**config.mk**
```make
export PLATFORM = sky130hd
export DESIGN_NAME = rf_bank_arbiter_flat
export DESIGN_NICKNAME = d
export VERILOG_FILES = /design/src/rtl/rf_arb_pkg.sv /design/src/rtl/rf_bank_arbiter_if.sv /design/src/rtl/rf_bank_queue.sv /design/src/rtl/rf_bank_arbiter.sv /design/src/flat_wrapper.sv
export SDC_FILE = /design/constraint.sdc
export NUM_CORES = 1
export LEC_CHECK = 0
export ABC_AREA = 1
export BUFFER_PORTS_ARGS = -buffer_cell sky130_fd_sc_hd__buf_4
export CAP_MARGIN = 30
export CORE_AREA = 10 10 129 131
export CTS_BUF_LIST = sky130_fd_sc_hd__clkbuf_4 sky130_fd_sc_hd__clkbuf_8 sky130_fd_sc_hd__clkbuf_16
export DETAILED_ROUTE_END_ITERATION = 8
export DIE_AREA = 0 0 139 141
export GPL_TIMING_DRIVEN = 1
export PLACE_DENSITY = 0.8
export SETUP_SLACK_MARGIN = 0.2
export SLEW_MARGIN = 40
export SYNTH_ARGS = -nofsm -noshare
export SYNTH_HDL_FRONTEND = slang
export SYNTH_HIERARCHICAL = 1
export SYNTH_SLANG_ARGS = --single-unit
export TNS_END_PERCENT = 50
```
**constraint.sdc**
```tcl
create_clock -name clk -period 4.2 [get_ports clk]
set_input_delay 0.84 -clock clk [delete_from_list [all_inputs] [get_ports clk]]
set_output_delay 0.84 -clock clk [all_outputs]
set_load 0.01 [all_outputs]
```
**src/rtl/rf_arb_pkg.sv**
```systemverilog
`default_nettype none
// ============================================================
// Module : rf_arb_pkg
// Shared widths, bank queue entry type and per-bank bus packing.
// Rev    : 1.0
// ============================================================
package rf_arb_pkg;

  localparam int NBANK  = 4;
  localparam int ROW_W  = 3;
  localparam int OCID_W = 2;
  localparam int BANK_W = $clog2(NBANK);

  typedef struct packed {
    logic [ROW_W-1:0]  row;
    logic [OCID_W-1:0] ocid;
    logic              opsel;
  } rq_entry_t;

  typedef logic [ROW_W-1:0]  row_arr_t  [NBANK];
  typedef logic [OCID_W-1:0] ocid_arr_t [NBANK];

  function automatic logic [NBANK*ROW_W-1:0] pack_rows(input row_arr_t rows);
    logic [NBANK*ROW_W-1:0] packed_bus;
    packed_bus = '0;
    for (int n = 0; n < NBANK; n++) packed_bus[n*ROW_W +: ROW_W] = rows[n];
    return packed_bus;
  endfunction

  function automatic logic [NBANK*OCID_W-1:0] pack_ocids(input ocid_arr_t ocids);
    logic [NBANK*OCID_W-1:0] packed_bus;
    packed_bus = '0;
    for (int n = 0; n < NBANK; n++) packed_bus[n*OCID_W +: OCID_W] = ocids[n];
    return packed_bus;
  endfunction

  function automatic logic [ROW_W-1:0] row_of(input logic [NBANK*ROW_W-1:0] packed_bus,
                                              input int n);
    return packed_bus[n*ROW_W +: ROW_W];
  endfunction

  function automatic logic [OCID_W-1:0] ocid_of(input logic [NBANK*OCID_W-1:0] packed_bus,
                                                input int n);
    return packed_bus[n*OCID_W +: OCID_W];
  endfunction

endpackage
`default_nettype wire

```
**src/rtl/rf_bank_arbiter_if.sv**
```systemverilog
`default_nettype none
// ============================================================
// Module : rf_bank_arbiter_if
// Dispatch request, CDB write-back, bank strobes and tag return.
// Rev    : 1.0
// ============================================================
interface rf_bank_arbiter_if;
  import rf_arb_pkg::*;

  logic                    req_valid;
  logic                    req_ready;
  logic [OCID_W-1:0]       req_ocid;
  logic                    req_two_op;
  logic [ROW_W-1:0]        req_row_a;
  logic [BANK_W-1:0]       req_bank_a;
  logic [ROW_W-1:0]        req_row_b;
  logic [BANK_W-1:0]       req_bank_b;
  logic                    wb_en;
  logic [BANK_W-1:0]       wb_bank;
  logic [ROW_W-1:0]        wb_row;
  logic [NBANK-1:0]        bank_rd_en;
  logic [NBANK*ROW_W-1:0]  bank_rd_row;
  logic [NBANK-1:0]        bank_wr_en;
  logic [NBANK*ROW_W-1:0]  bank_wr_row;
  logic [NBANK-1:0]        bk_vld;
  logic [NBANK*OCID_W-1:0] bk_ocid;
  logic [NBANK-1:0]        bk_opsel;

  modport master (
    output req_valid, req_ocid, req_two_op, req_row_a, req_bank_a, req_row_b, req_bank_b,
    output wb_en, wb_bank, wb_row,
    input  req_ready, bank_rd_en, bank_rd_row, bank_wr_en, bank_wr_row,
    input  bk_vld, bk_ocid, bk_opsel
  );

  modport slave (
    input  req_valid, req_ocid, req_two_op, req_row_a, req_bank_a, req_row_b, req_bank_b,
    input  wb_en, wb_bank, wb_row,
    output req_ready, bank_rd_en, bank_rd_row, bank_wr_en, bank_wr_row,
    output bk_vld, bk_ocid, bk_opsel
  );

endinterface
`default_nettype wire

```
**src/rtl/rf_bank_queue.sv**
```systemverilog
`default_nettype none
// ============================================================
// Module : rf_bank_queue
// Single-bank request FIFO accepting up to two pushes per cycle.
// Rev    : 1.0
// ============================================================
module rf_bank_queue
  import rf_arb_pkg::*;
#(
  parameter int QDEPTH = 4,
  localparam int CNT_W = $clog2(QDEPTH + 1)
) (
  input  logic             clk,
  input  logic             rst,
  input  logic             push0_i,
  input  rq_entry_t        push0_data_i,
  input  logic             push1_i,
  input  rq_entry_t        push1_data_i,
  input  logic             pop_i,
  output rq_entry_t        head_o,
  output logic [CNT_W-1:0] count_o,
  output logic [CNT_W-1:0] free_o
);

  localparam int PTR_W = $clog2(QDEPTH);

  rq_entry_t        mem_q [QDEPTH];
  logic [PTR_W-1:0] wr_ptr_q, wr_ptr_d;
  logic [PTR_W-1:0] rd_ptr_q, rd_ptr_d;
  logic [CNT_W-1:0] count_q, count_d;
  logic [PTR_W-1:0] w_wr_idx1;
  logic             w_pop;

  assign w_pop     = pop_i && (count_q != '0);
  // The second push lands behind the first so a same-bank pair stays ordered.
  assign w_wr_idx1 = wr_ptr_q + PTR_W'(push0_i);

  always_comb begin
    wr_ptr_d = wr_ptr_q + PTR_W'(push0_i) + PTR_W'(push1_i);
    rd_ptr_d = rd_ptr_q + PTR_W'(w_pop);
    count_d  = count_q + CNT_W'(push0_i) + CNT_W'(push1_i) - CNT_W'(w_pop);
  end

  always_ff @(posedge clk) begin
    if (rst) begin
      wr_ptr_q <= '0;
      rd_ptr_q <= '0;
      count_q  <= '0;
    end else begin
      wr_ptr_q <= wr_ptr_d;
      rd_ptr_q <= rd_ptr_d;
      count_q  <= count_d;
    end
  end

  always_ff @(posedge clk) begin
    if (push0_i) mem_q[wr_ptr_q]  <= push0_data_i;
    if (push1_i) mem_q[w_wr_idx1] <= push1_data_i;
  end

  assign head_o  = mem_q[rd_ptr_q];
  assign count_o = count_q;
  assign free_o  = CNT_W'(QDEPTH) - count_q;

endmodule
`default_nettype wire

```
**src/rtl/rf_bank_arbiter.sv**
```systemverilog
`default_nettype none
// ============================================================
// Module : rf_bank_arbiter
// Per-bank operand read queues with write-back priority and tag return.
// Rev    : 1.0
// ============================================================
module rf_bank_arbiter
  import rf_arb_pkg::*;
#(
  parameter int QDEPTH = 4
) (
  input logic              clk,
  input logic              rst,
  rf_bank_arbiter_if.slave bus
);

  localparam int CNT_W = $clog2(QDEPTH + 1);

  rq_entry_t        w_entry_a, w_entry_b;
  logic             w_ready, w_accept;
  logic [NBANK-1:0] w_fits, w_rd_en, w_wr_en;
  row_arr_t         w_rd_row, w_wr_row;
  rq_entry_t        w_head [NBANK];

  logic [NBANK-1:0] bk_vld_q, bk_vld_d;
  logic [NBANK-1:0] bk_opsel_q, bk_opsel_d;
  ocid_arr_t        bk_ocid_q, bk_ocid_d;

  assign w_entry_a = '{row: bus.req_row_a, ocid: bus.req_ocid, opsel: 1'b0};
  assign w_entry_b = '{row: bus.req_row_b, ocid: bus.req_ocid, opsel: 1'b1};

  // Free space is taken before this cycle's pops so readiness never depends on wb.
  assign w_ready  = !rst && (&w_fits);
  assign w_accept = bus.req_valid && w_ready;

  for (genvar n = 0; n < NBANK; n++) begin : g_bank
    logic             w_hit_a, w_hit_b;
    logic [1:0]       w_need;
    logic [CNT_W-1:0] w_count, w_free;

    assign w_hit_a   = (bus.req_bank_a == BANK_W'(n));
    assign w_hit_b   = bus.req_two_op && (bus.req_bank_b == BANK_W'(n));
    assign w_need    = {1'b0, w_hit_a} + {1'b0, w_hit_b};
    assign w_fits[n] = (w_free >= CNT_W'(w_need));

    assign w_wr_en[n]  = !rst && bus.wb_en && (bus.wb_bank == BANK_W'(n));
    assign w_rd_en[n]  = !rst && !w_wr_en[n] && (w_count != '0);
    assign w_wr_row[n] = w_wr_en[n] ? bus.wb_row : '0;
    assign w_rd_row[n] = w_rd_en[n] ? w_head[n].row : '0;

    rf_bank_queue #(.QDEPTH(QDEPTH)) u_queue (
      .clk          (clk),
      .rst          (rst),
      .push0_i      (w_accept && (w_hit_a || w_hit_b)),
      .push0_data_i (w_hit_a ? w_entry_a : w_entry_b),
      .push1_i      (w_accept && w_hit_a && w_hit_b),
      .push1_data_i (w_entry_b),
      .pop_i        (w_rd_en[n]),
      .head_o       (w_head[n]),
      .count_o      (w_count),
      .free_o       (w_free)
    );
  end

  always_comb begin
    bk_vld_d   = '0;
    bk_opsel_d = '0;
    bk_ocid_d  = '{default: '0};
    for (int n = 0; n < NBANK; n++) begin
      bk_vld_d[n]   = w_rd_en[n];
      bk_opsel_d[n] = w_rd_en[n] && w_head[n].opsel;
      bk_ocid_d[n]  = w_rd_en[n] ? w_head[n].ocid : '0;
    end
  end

  always_ff @(posedge clk) begin
    if (rst) begin
      bk_vld_q   <= '0;
      bk_opsel_q <= '0;
      bk_ocid_q  <= '{default: '0};
    end else begin
      bk_vld_q   <= bk_vld_d;
      bk_opsel_q <= bk_opsel_d;
      bk_ocid_q  <= bk_ocid_d;
    end
  end

  assign bus.req_ready   = w_ready;
  assign bus.bank_rd_en  = w_rd_en;
  assign bus.bank_rd_row = pack_rows(w_rd_row);
  assign bus.bank_wr_en  = w_wr_en;
  assign bus.bank_wr_row = pack_rows(w_wr_row);
  assign bus.bk_vld      = bk_vld_q;
  assign bus.bk_ocid     = pack_ocids(bk_ocid_q);
  assign bus.bk_opsel    = bk_opsel_q;

endmodule
`default_nettype wire
```
**src/flat_wrapper.sv**
```systemverilog
// flat-port wrapper written by rule: the top's interface ports become plain ports
module rf_bank_arbiter_flat import rf_arb_pkg::*;
#(
  parameter int QDEPTH = 4
)
  (clk, rst, bus_req_valid, bus_req_ocid, bus_req_two_op, bus_req_row_a, bus_req_bank_a, bus_req_row_b, bus_req_bank_b, bus_wb_en, bus_wb_bank, bus_wb_row, bus_req_ready, bus_bank_rd_en, bus_bank_rd_row, bus_bank_wr_en, bus_bank_wr_row, bus_bk_vld, bus_bk_ocid, bus_bk_opsel);
  rf_bank_arbiter_if bus_i ();
  input logic clk;
  input logic rst;
  input wire logic [$bits(bus_i.req_valid)-1:0] bus_req_valid;
  input wire logic [$bits(bus_i.req_ocid)-1:0] bus_req_ocid;
  input wire logic [$bits(bus_i.req_two_op)-1:0] bus_req_two_op;
  input wire logic [$bits(bus_i.req_row_a)-1:0] bus_req_row_a;
  input wire logic [$bits(bus_i.req_bank_a)-1:0] bus_req_bank_a;
  input wire logic [$bits(bus_i.req_row_b)-1:0] bus_req_row_b;
  input wire logic [$bits(bus_i.req_bank_b)-1:0] bus_req_bank_b;
  input wire logic [$bits(bus_i.wb_en)-1:0] bus_wb_en;
  input wire logic [$bits(bus_i.wb_bank)-1:0] bus_wb_bank;
  input wire logic [$bits(bus_i.wb_row)-1:0] bus_wb_row;
  output wire logic [$bits(bus_i.req_ready)-1:0] bus_req_ready;
  output wire logic [$bits(bus_i.bank_rd_en)-1:0] bus_bank_rd_en;
  output wire logic [$bits(bus_i.bank_rd_row)-1:0] bus_bank_rd_row;
  output wire logic [$bits(bus_i.bank_wr_en)-1:0] bus_bank_wr_en;
  output wire logic [$bits(bus_i.bank_wr_row)-1:0] bus_bank_wr_row;
  output wire logic [$bits(bus_i.bk_vld)-1:0] bus_bk_vld;
  output wire logic [$bits(bus_i.bk_ocid)-1:0] bus_bk_ocid;
  output wire logic [$bits(bus_i.bk_opsel)-1:0] bus_bk_opsel;
  assign bus_i.req_valid = bus_req_valid;
  assign bus_i.req_ocid = bus_req_ocid;
  assign bus_i.req_two_op = bus_req_two_op;
  assign bus_i.req_row_a = bus_req_row_a;
  assign bus_i.req_bank_a = bus_req_bank_a;
  assign bus_i.req_row_b = bus_req_row_b;
  assign bus_i.req_bank_b = bus_req_bank_b;
  assign bus_i.wb_en = bus_wb_en;
  assign bus_i.wb_bank = bus_wb_bank;
  assign bus_i.wb_row = bus_wb_row;
  assign bus_req_ready = bus_i.req_ready;
  assign bus_bank_rd_en = bus_i.bank_rd_en;
  assign bus_bank_rd_row = bus_i.bank_rd_row;
  assign bus_bank_wr_en = bus_i.bank_wr_en;
  assign bus_bank_wr_row = bus_i.bank_wr_row;
  assign bus_bk_vld = bus_i.bk_vld;
  assign bus_bk_ocid = bus_i.bk_ocid;
  assign bus_bk_opsel = bus_i.bk_opsel;
  rf_bank_arbiter #(.QDEPTH(QDEPTH)) u_core (.clk(clk), .rst(rst), .bus(bus_i));
endmodule
```
* Yosys cells after proc, flatten, opt, wreduce, memory -nomap -nowiden
Memory sizes are Yosys's and may differ from the RTL's. A register that Yosys moved wholly into a read port is not among the register bits.
Cells that the tools add are included.
** Cells by class
- Add/sub/neg operators :: 32
- $lt $le $gt $ge :: 4
- Equal/unequal tests :: 9
- Mux-type cells :: 32
- Bitwise logic cells :: 4
- Reductions and logical operators :: 60
** Operators by type and width (number)
- $logic_and A1 B1 Y1 :: 39
- $add A2 B1 Y2 :: 12
- $add A3 B1 Y3 :: 8
- $mux W3 :: 8
- $mux W6 :: 4
- $mux W1 :: 16
- $eq A2 B2 Y1 const B :: 6
- $ge A3 B2 Y1 :: 4
- $reduce_bool A3 Y1 :: 4
- $sub A3 B1 Y3 :: 4
- $sub A3 B3 Y3 const A :: 4
- $add A1 B1 Y2 :: 4
- $mux W2 :: 4
- $reduce_or A2 Y1 :: 4
- $eq A2 B1 Y1 const B :: 3
- $logic_not A2 Y1 :: 3
- $logic_not A1 Y1 :: 5
- $logic_or A1 B1 Y1 :: 4
- $not A1 Y1 :: 4
- $reduce_and A4 Y1 :: 1
** Storage, ports and cells
- Register bits :: 44
- Memory bits (writable) :: 96
- Input bits :: 22
- Output and inout port bits :: 49
- Word-level logic and storage cells :: 163
- Memories kept :: 4
** Memory list
- u_core.g_bank[0].u_queue.mem_q :: words 4, bits a word 6, rd ports 1, clocked after memory_dff 1, write ports 2, RTL line rf_bank_queue.sv:27 : rq_entry_t mem_q [QDEPTH];
- u_core.g_bank[1].u_queue.mem_q :: words 4, bits a word 6, rd ports 1, clocked after memory_dff 1, write ports 2, RTL line rf_bank_queue.sv:27
- u_core.g_bank[2].u_queue.mem_q :: words 4, bits a word 6, rd ports 1, clocked after memory_dff 1, write ports 2, RTL line rf_bank_queue.sv:27
- u_core.g_bank[3].u_queue.mem_q :: words 4, bits a word 6, rd ports 1, clocked after memory_dff 1, write ports 2, RTL line rf_bank_queue.sv:27

* Depth between registers and ports, before layout
Gate-level depths: netlist (run 1).
- Depth in word-level cells :: 11
- Depth in mapped cells :: 21
- Gate-level depth less buffers :: 21

* Hierarchy
The synthesis (run 1) kept the hierarchy.
** Modules (own cells, without submodules)
- rf_bank_queue (u_core.g_bank[2].u_queue ...) :: times used 2, cells an instance 209, area an instance 1767.9 sq um, seq. area each 860.8 sq um
- rf_bank_queue (u_core.g_bank[0].u_queue ...) :: times used 2, cells an instance 209, area an instance 1727.9 sq um, seq. area each 860.8 sq um
- rf_bank_arbiter :: times used 1, cells an instance 222, area an instance 1375.1 sq um, seq. area each 320.3 sq um

* Worst setup path before layout (run 1)
Ideal clock, no wire load.
- Path kind :: input port to flip-flop
- Start :: input port bus_req_bank_b[0]
- End :: register u_core.g_bank[3].u_queue.count_q[2]
- Setup time :: 70 ps
- Arrival time :: 3788 ps
- Required time :: 4130 ps
- Path slack :: 342 ps
- Cell stages on the path :: 20
- Path buffers :: 0
- Cells stage by stage :: inv_1 > nor3_1 > ha_1 > ha_1 > inv_1 > nand2_1 > nand2_1 > nand2_1 > nand2_1 > inv_1 > nand3_2 > nor2_1 > inv_2 > ha_1 > inv_1 > fa_1 > fa_1 > inv_1 > nand3_1 > a21oi_1
** On the way
- Longest elaborated chain between the ends :: 11
- Elaborated cells on any way between the ends :: 26
- Those cells by class :: add/sub (7); order compare (4); eq/ne (3); reduce/logical (12)
** Ends and longest elaborated chain
- from (decl) :: RTL line flat_wrapper.sv:16 : input wire logic [$bits(bus_i.req_bank_b)-1:0] bus_req_bank_b;
- $eq A2 B1 Y1, or another cell as far along :: RTL line rf_bank_arbiter.sv:42 : assign w_hit_b = bus.req_two_op && (bus.req_bank_b == BANK_W'(n));
- $logic_and A1 B1 Y1 :: RTL line rf_bank_arbiter.sv:42
- $add A1 B1 Y2 :: RTL line rf_bank_arbiter.sv:43 : assign w_need = {1'b0, w_hit_a} + {1'b0, w_hit_b};
- $ge A3 B2 Y1 :: RTL line rf_bank_arbiter.sv:44 : assign w_fits[n] = (w_free >= CNT_W'(w_need));
- $reduce_and A4 Y1 :: RTL line rf_bank_arbiter.sv:33 : assign w_ready = !rst && (&w_fits);
- $logic_and A1 B1 Y1 :: RTL line rf_bank_arbiter.sv:33
- $logic_and A1 B1 Y1 :: RTL line rf_bank_arbiter.sv:34 : assign w_accept = bus.req_valid && w_ready;
- $logic_and A1 B1 Y1 (on tied branches) :: RTL line rf_bank_arbiter.sv:54, rf_bank_arbiter.sv:56
- $add A3 B1 Y3 or $logic_and A1 B1 Y1 (tied branches) :: RTL line rf_bank_queue.sv:41, rf_bank_arbiter.sv:56
- $add A3 B1 Y3 (*) :: RTL line rf_bank_queue.sv:41 : count_d = count_q + CNT_W'(push0_i) + CNT_W'(push1_i) - CNT_W'(w_pop);
- $sub A3 B1 Y3 (*) :: RTL line rf_bank_queue.sv:41
- to (signal assigned) :: RTL line rf_bank_queue.sv:52 : count_q <= count_d;
- to (decl) :: RTL line rf_bank_queue.sv:30 : logic [CNT_W-1:0] count_q, count_d;
Mark *: on every way between the ends. The rest lies on a longest branch, timed or not.
A chain may end at the register's enable or synchronous reset.

* Worst setup path in the final report (run 1)
- Start :: input port bus_req_bank_b[1]
- End :: register u_core.g_bank[0].u_queue.count_q[2]
** On the way
- Longest elaborated chain between the ends :: 11
- Elaborated cells on any way between the ends :: 26
- Those cells by class :: add/sub (7); order compare (4); eq/ne (3); reduce/logical (12)
** Ends and longest elaborated chain (RTL line)
- $eq A2 B1 Y1, or another cell as far along :: rf_bank_arbiter.sv:42
- $logic_and A1 B1 Y1 :: rf_bank_arbiter.sv:42
- $add A1 B1 Y2 :: rf_bank_arbiter.sv:43
- $ge A3 B2 Y1 :: rf_bank_arbiter.sv:44
- $reduce_and A4 Y1 :: rf_bank_arbiter.sv:33
- $logic_and A1 B1 Y1 :: rf_bank_arbiter.sv:33
- $logic_and A1 B1 Y1 :: rf_bank_arbiter.sv:34
- $logic_and A1 B1 Y1 (on tied branches) :: rf_bank_arbiter.sv:54, rf_bank_arbiter.sv:56
- $add A3 B1 Y3 or $logic_and A1 B1 Y1 (tied branches) :: rf_bank_queue.sv:41, rf_bank_arbiter.sv:56
- $add A3 B1 Y3 (*) :: rf_bank_queue.sv:41
- $sub A3 B1 Y3 (*) :: rf_bank_queue.sv:41
- to (signal assigned) :: rf_bank_queue.sv:52
- to (decl) :: rf_bank_queue.sv:30
Marked as above.

==> results of run 1 <==
through the flow:
step | std cells | area, um^2
floorplan | 1073 | 8423
global placement | 1328 | 9191
detailed placement | 1328 | 9216
CTS | 1360 | 9794
global route | 1360 | 9809
finish | 1360 | 9809
critical path: cells and delay by family:
family          cells  cell delay, ns
fa+ha+maj           5            1.64
simple gates        8            1.01
buf+inv             7            0.48
compound gates      1            0.13
per-layer routing:
layer | vias up | global-route usage | share of wire | wire length, um
li1 | 3539 | - | - | -
met1 | 3253 | 0.2471 | 0.42 | 8438
met2 | 260 | 0.3470 | 0.50 | 9978
met3 | 17 | 0.04636 | 0.070 | 1393
met4 | 0 | 0.06315 | 0.0086 | 171
met5 | - | 0 | 0 | 0
area by class of cell:
type                    count  area, um^2  share of cell area
inverters                 160       603.1             0.06148
well taps                 184       230.2             0.02347
repair buffers             91       683.2             0.06964
clock inverters            11       92.59            0.009439
clock buffers              21       485.5             0.04949
flip-flops and latches    140        3764              0.3837
multi-input cells         753        3951              0.4028
cells in the final DEF (no fill, tap or decap):
| cell | n |
|---|---|
| bufinv_16 | 1 |
| fa_1 | 8 |
| dfxtp_1 | 44 |
| inv_2 | 24 |
| nand2_2 | 13 |
| o21ai_1 | 26 |
| nor3_4 | 2 |
| nand2_4 | 22 |
| nor2_8 | 2 |
| clkinvlp_4 | 2 |
| xnor2_1 | 4 |
| nor2_4 | 8 |
| ha_1 | 40 |
| clkbuf_8 | 2 |
| a21oi_1 | 9 |
| buf_4 | 91 |
| nor3_1 | 7 |
| clkinv_4 | 2 |
| nor2_2 | 4 |
| edfxtp_1 | 96 |
| nand3_2 | 1 |
| or2_0 | 1 |
| clkbuf_16 | 18 |
| nor3_2 | 4 |
| nor2_1 | 148 |
| clkinv_1 | 4 |
| o31ai_2 | 7 |
| conb_1 | 16 |
| nand2_1 | 312 |
| nand3_1 | 52 |
| clkinv_2 | 8 |
| inv_1 | 130 |
| o31ai_1 | 1 |
| o21ai_0 | 66 |
| clkbuf_4 | 1 |
worst paths after layout:
check                           slack (ns)                                            start                                         endpoint
worst min register to register        0.57  u_core/g_bank[3].u_queue/rd_ptr_q[1]$_SDFF_PP0_  u_core/g_bank[3].u_queue/rd_ptr_q[1]$_SDFF_PP0_
worst min-delay path                  0.57  u_core/g_bank[3].u_queue/rd_ptr_q[1]$_SDFF_PP0_  u_core/g_bank[3].u_queue/rd_ptr_q[1]$_SDFF_PP0_
worst max-delay path                  0.41                                bus_req_bank_b[1]   u_core/g_bank[0].u_queue/count_o[2]$_SDFF_PP0_
worst max register to register        0.82   u_core/g_bank[3].u_queue/count_o[0]$_SDFF_PP0_   u_core/g_bank[0].u_queue/count_o[2]$_SDFF_PP0_
cell families after synthesis:
kind of cell,Yosys count,share of synthesized area
flip-flops,140,0.4498
AO/OA/AOI/OAI,109,0.06759
AND/OR/NAND/NOR,576,0.3096
adder cells (fa/ha/maj),48,0.07896
other,1,0.0004482
buffers and inverters,180,0.08943
XOR/XNOR,4,0.004187
flip-flops by register name, summed over array words and instances (netlist names):
| signal | flops |
|---|---|
| u_core/g_bank.u_queue/count_o | 12 |
| u_core/bus.bk_opsel | 4 |
| u_core/g_bank.u_queue/mem_q | 96 |
| u_core/bus.bk_vld | 4 |
| u_core/g_bank.u_queue/rd_ptr_q | 8 |
| u_core/bus.bk_ocid | 8 |
| u_core/g_bank.u_queue/wr_ptr_q | 8 |
what timing repair did:
item                       CTS  global route
hold endpoints to repair     0             0
gates resized for setup      0             1
setup endpoints to repair    0             2
power breakdown:
| group | total [mW] | leakage (nW) | internal (mW) | switching, mW |
|---|---|---|---|---|
| combinational | 1.13 | 3.21 | 0.439 | 0.691 |
| clock | 1.43 | 0.287 | 0.881 | 0.553 |
| sequential | 1.70 | 1.22 | 1.61 | 0.0902 |
| total | 4.26 | 4.72 | 2.93 | 1.33 |
==> results.cfg, run 1 <==
[die]
die_x_um = 139
die-area_mm2 = 0.01960
initial_utilization = 0.5891
design.core.area_mm2 = 0.01420
ioPinCount = 71
num_rows = 44
die_h_um = 141

[layout]
syn2layout_area_growth_pct = 17.24
utilization = 0.6906
n_antenna_cell = 0
drive_gt1_frac = 0.1803
fin_nets = 1233
fill_cells = 1116

[setup_path]
crit_top_cell = inv_1
cp-start-kind = input port
crit_slowest_cell = fa_1
slowest_delay_ns = 0.40
r2r_cells = 17
path_cells = buf_4 > inv_1 > nor3_1 > ha_1 > ha_1 > inv_1 > nand2_1 > nand2_1 > nand2_1 > nand2_1 > inv_1 > nand3_2 > nor2_1 > inv_1 > ha_1 > inv_1 > fa_1 > fa_1 > inv_1 > nand3_1 > a21oi_1
path_max_fanout = 8
crit_required_ns = 4.55
cp_data_arrival_time_ns = 4.14
critPathCaptureType = flip-flop
critPathKind = input port to flip-flop

[clock_tree]
clock_sinks = 140
cts_buffers = 17
clk_latency_ns = 0.42
cts_root_buffer = clkbuf_16
postCtsSetupRepairBufs = 0
htree_levels = 4
cts_tree = yes
cts.path.max_buffers = 2
clk_pin_slew_ns = 0.05
hold_buffers = 0

[global_route]
grt_pass1_wl_um = 32490
grt_max_degree = 33
gr-total-overflow = 0
grt_antenna_before_repair = 0
grt_pass1_vias = 6830
grtUsageTotal = 0.2023

[logic_synthesis]
syn_area_mm2 = 0.008367
yosysWarningCount = 6
netlist_top_cells_count = nand2_1 (312), nor2_1 (148), inv_1 (130)
async_reset_ff_frac = 0
synth-edff-count = 96
yosys.area.top_type_share = 0.3445
syn_inst = 1058
synth_seq_area_share = 0.4498
synth_seq_cells = 140
syn_avg_cell_area_um2 = 7.908
yosysUniqueCellTypes = 32
synth_area_leaders = edfxtp_1 (34%), nand2_1 (14%), dfxtp_1 (11%)
synth.most_common_cell = nand2_1
synth-main-ff-cell = edfxtp_1
synth_top_cell_by_area = edfxtp_1

[hold_path]
min_path_cells = 2
hp-class = flip-flop to flip-flop

[sta]
setup_viol = 0
worst_slack_ns = 0.4106
rsz0062_at_grt = no
fin_skew_ns = 0.009027
hold_viol_final = 0
period_share = 0.9022
post-route-min-period_ns = 3.789
setup_tns_ns = 0
drv_slew = 0
fmax_ghz = 0.2639
slew-limit-headroom = 0.4610
whs_ns = 0.5674
worstMarginPinSlew_ns = 0.8000

[pwr]
peakVddDrop_mv = 0.2643
power.density_mw_per_mm2 = 434.6
power.total_mw = 4.263
leakagePower_nw = 4.722

[detailed_routing]
via_per_inst = 5.198
num_vias = 7069
wl_per_cell_um = 14.69
antenna_left = 0
drtIter0Drc = 677
wirelength_um = 19980
first_pass_iters = 6
drcViolationCount = 0

[placement]
hpwlAfterDp_um = 14630
dp_slack_ns = 0.03082
port_buffers = 70
gp_routability_congestion = 0.8820

[run]
drv_cap = 0

[status]
status = completed
Note: power is estimated with default switching activity, not from simulation.
==> inputs of run 2 (changes only) <==
CORE_AREA = 4 4 123 125   (was 10 10 129 131)
DIE_AREA = 0 0 127 129   (was 0 0 139 141)
==> run 2 against run 1 <==
Against the previous run: setup slack improved by 0.0091 ns; largest cell class unchanged; critical endpoint is now u_core/g_bank[3].u_queue/count_o[2]$_SDFF_PP0_; final area is 1.4% higher; final cell count rose by 0.29%; wire length grew 1.2%.
==> results.cfg, run 2 (same netlist as run 1, synthesis figures left out) <==
[detailed_routing]
drtIter0Drc = 742
num_vias = 7117
drcViolationCount = 0
first_pass_iters = 6
wl_per_cell_um = 14.82
wirelength_um = 20220
via_per_inst = 5.218
antenna_left = 0

[setup_path]
crit_required_ns = 4.55
r2r-start = u_core/g_bank[3].u_queue/count_o[0]$_SDFF_PP0_
crit_slowest_cell = fa_1
crit_family = adder cells
timing.reg2reg.setup_slack_ns = 0.84
slowest_delay_ns = 0.40
critPathBufInv = 5
path_cells = buf_4 > nor3_1 > ha_1 > ha_1 > inv_1 > nand2_1 > a21oi_1 > nor2_1 > nand3_2 > nor2_1 > inv_2 > ha_1 > inv_1 > fa_1 > fa_1 > inv_1 > nand3_1 > a21oi_1
regToRegEndpoint = u_core/g_bank[3].u_queue/count_o[2]$_SDFF_PP0_
cp-startpoint = bus_req_bank_b[1]
cp-start-kind = input port
path_max_fanout = 8
critPathKind = input port to flip-flop
r2r_cells = 17
critPathCaptureType = flip-flop
cp_data_arrival_time_ns = 4.13

[die]
initial_utilization = 0.6028
num_rows = 43
ioPinCount = 71
die_x_um = 127
die-area_mm2 = 0.01638
die_h_um = 129
design.core.area_mm2 = 0.01388

[hold_path]
hold_end = u_core/g_bank[3].u_queue/rd_ptr_q[1]$_SDFF_PP0_
hp-class = flip-flop to flip-flop
hp-start = u_core/g_bank[3].u_queue/rd_ptr_q[1]$_SDFF_PP0_
min_path_cells = 2

[layout]
largest_register_ffs = 96
drive_gt1_frac = 0.1858
regMostFlops = u_core/g_bank.u_queue/mem_q
final_common_cell = nand2_1
fin_cells = 1364
n_antenna_cell = 0
syn2layout_area_growth_pct = 18.93
fin_nets = 1241
layout_common_cells = nand2_1 (312), nor2_1 (147), inv_1 (130)

[sta]
setup_viol = 0
fin_skew_ns = 0.006278
hold_viol_final = 0
fmax_ghz = 0.2645
drv_slew = 0
rsz0062_at_grt = yes
setup_tns_ns = 0
whs_ns = 0.5713
worstMarginPinSlew_ns = 0.7732
period_share = 0.9001
post-route-min-period_ns = 3.780
slew-limit-headroom = 0.4791

[clock_tree]
cts_tree = yes
postCtsSetupRepairBufs = 0
htree_levels = 4
post_cts_resized = 0
clk_pin_slew_ns = 0.06
clk_latency_ns = 0.42
hold_buffers = 0
cts_buffers = 17
clock_sinks = 140
cts_root_buffer = clkbuf_16
cts.path.max_buffers = 2

[placement]
hpwlAfterDp_um = 14350
port_buffers = 70
dpl.cell_count = 1332
gp_routability_congestion = 0.8713

[global_route]
grt_pass1_vias = 6927
gr-total-overflow = 0
grt_antenna_before_repair = 0
grt_max_degree = 33
grtUsageTotal = 0.2571
grt_pass1_wl_um = 33020

[pwr]
peakVddDrop_mv = 0.3481
leakagePower_nw = 4.800
power.density_mw_per_mm2 = 456.5

[status]
status = completed

[run]
drv_cap = 0
## run 2: changes by cell type in the layout (fill, tap and decap cells not counted), moves of 2 or more
| cell | previous run | this run |
|---|---|---|
| buf_4 | 91 | 99 |
| bufinv_16 | 1 | 6 |
| clkinv_2 | 8 | 5 |
| o21ai_0 | 66 | 69 |
| o21ai_1 | 26 | 23 |
| clkbuf_4 | 1 | 3 |
| clkbuf_8 | 2 | 0 |
## run 2: final cells by class
| cell class | instances | area [um^2] |
|---|---|---|
| inverters | 160 | 603.1 |
| clock inverters | 12 | 219.0 |
| fillers | 1047 | 3930 |
| flip-flops and latches | 140 | 3764 |
| clock buffers | 20 | 447.9 |
| repair buffers | 99 | 743.2 |
| well taps | 180 | 225.2 |
| multi-input cells | 753 | 3949 |
## run 2: worst reg2reg max path: cells and delay by family (launching register included)
kind | cells | cell delay, ns
AOI/OAI and AO/OA | 1 | 0.13
DFF | 1 | 0.45
and+or+nand+nor | 7 | 0.77
adders and majority gates | 5 | 1.66
buffers and inverters | 4 | 0.29
## run 2: per-stage QoR
stage               power, mW  utilization  setup WS (ns)  area [um^2]
floorplan               2.447            -         0.3423         8423
global placement        2.811       0.6661         0.1769         9246
detailed placement      2.852       0.6672        0.02130         9261
CTS                     4.560       0.7153         0.3996         9928
global route            4.798       0.7169         0.1916         9951
finish                  4.543       0.7169         0.4197         9951
## run 2: power by group
part / switching [mW] / internal (mW) / leakage, nW / total (mW)
sequential: 0.0914 / 1.61 / 1.22 / 1.70
clock: 0.575 / 1.13 / 0.324 / 1.70
combinational: 0.693 / 0.446 / 3.25 / 1.14
## run 2: how the worst max path moves through the flow
stage                                                           endpoint  slack, ns  cells past startpoint
after floorplan           u_core/g_bank[3].u_queue/count_o[2]$_SDFF_PP0_       0.34                     20
after global placement    u_core/g_bank[0].u_queue/count_o[2]$_SDFF_PP0_       0.18                     21
after detailed placement  u_core/g_bank[0].u_queue/count_o[2]$_SDFF_PP0_       0.02                     21
after CTS                 u_core/g_bank[0].u_queue/count_o[2]$_SDFF_PP0_       0.40                     18
after global routing      u_core/g_bank[0].u_queue/mem_q[2][2]$_DFFE_PP_       0.19                     19
final                     u_core/g_bank[3].u_queue/count_o[2]$_SDFF_PP0_       0.42                     18
## run 2: per-layer routing
layer	vias to the layer above	GRT usage	share of wire
li1	3554	-	-
met1	3251	0.3165	0.41
met2	268	0.4346	0.49
met3	44	0.06185	0.075
met4	0	0.1098	0.022
met5	-	0	0
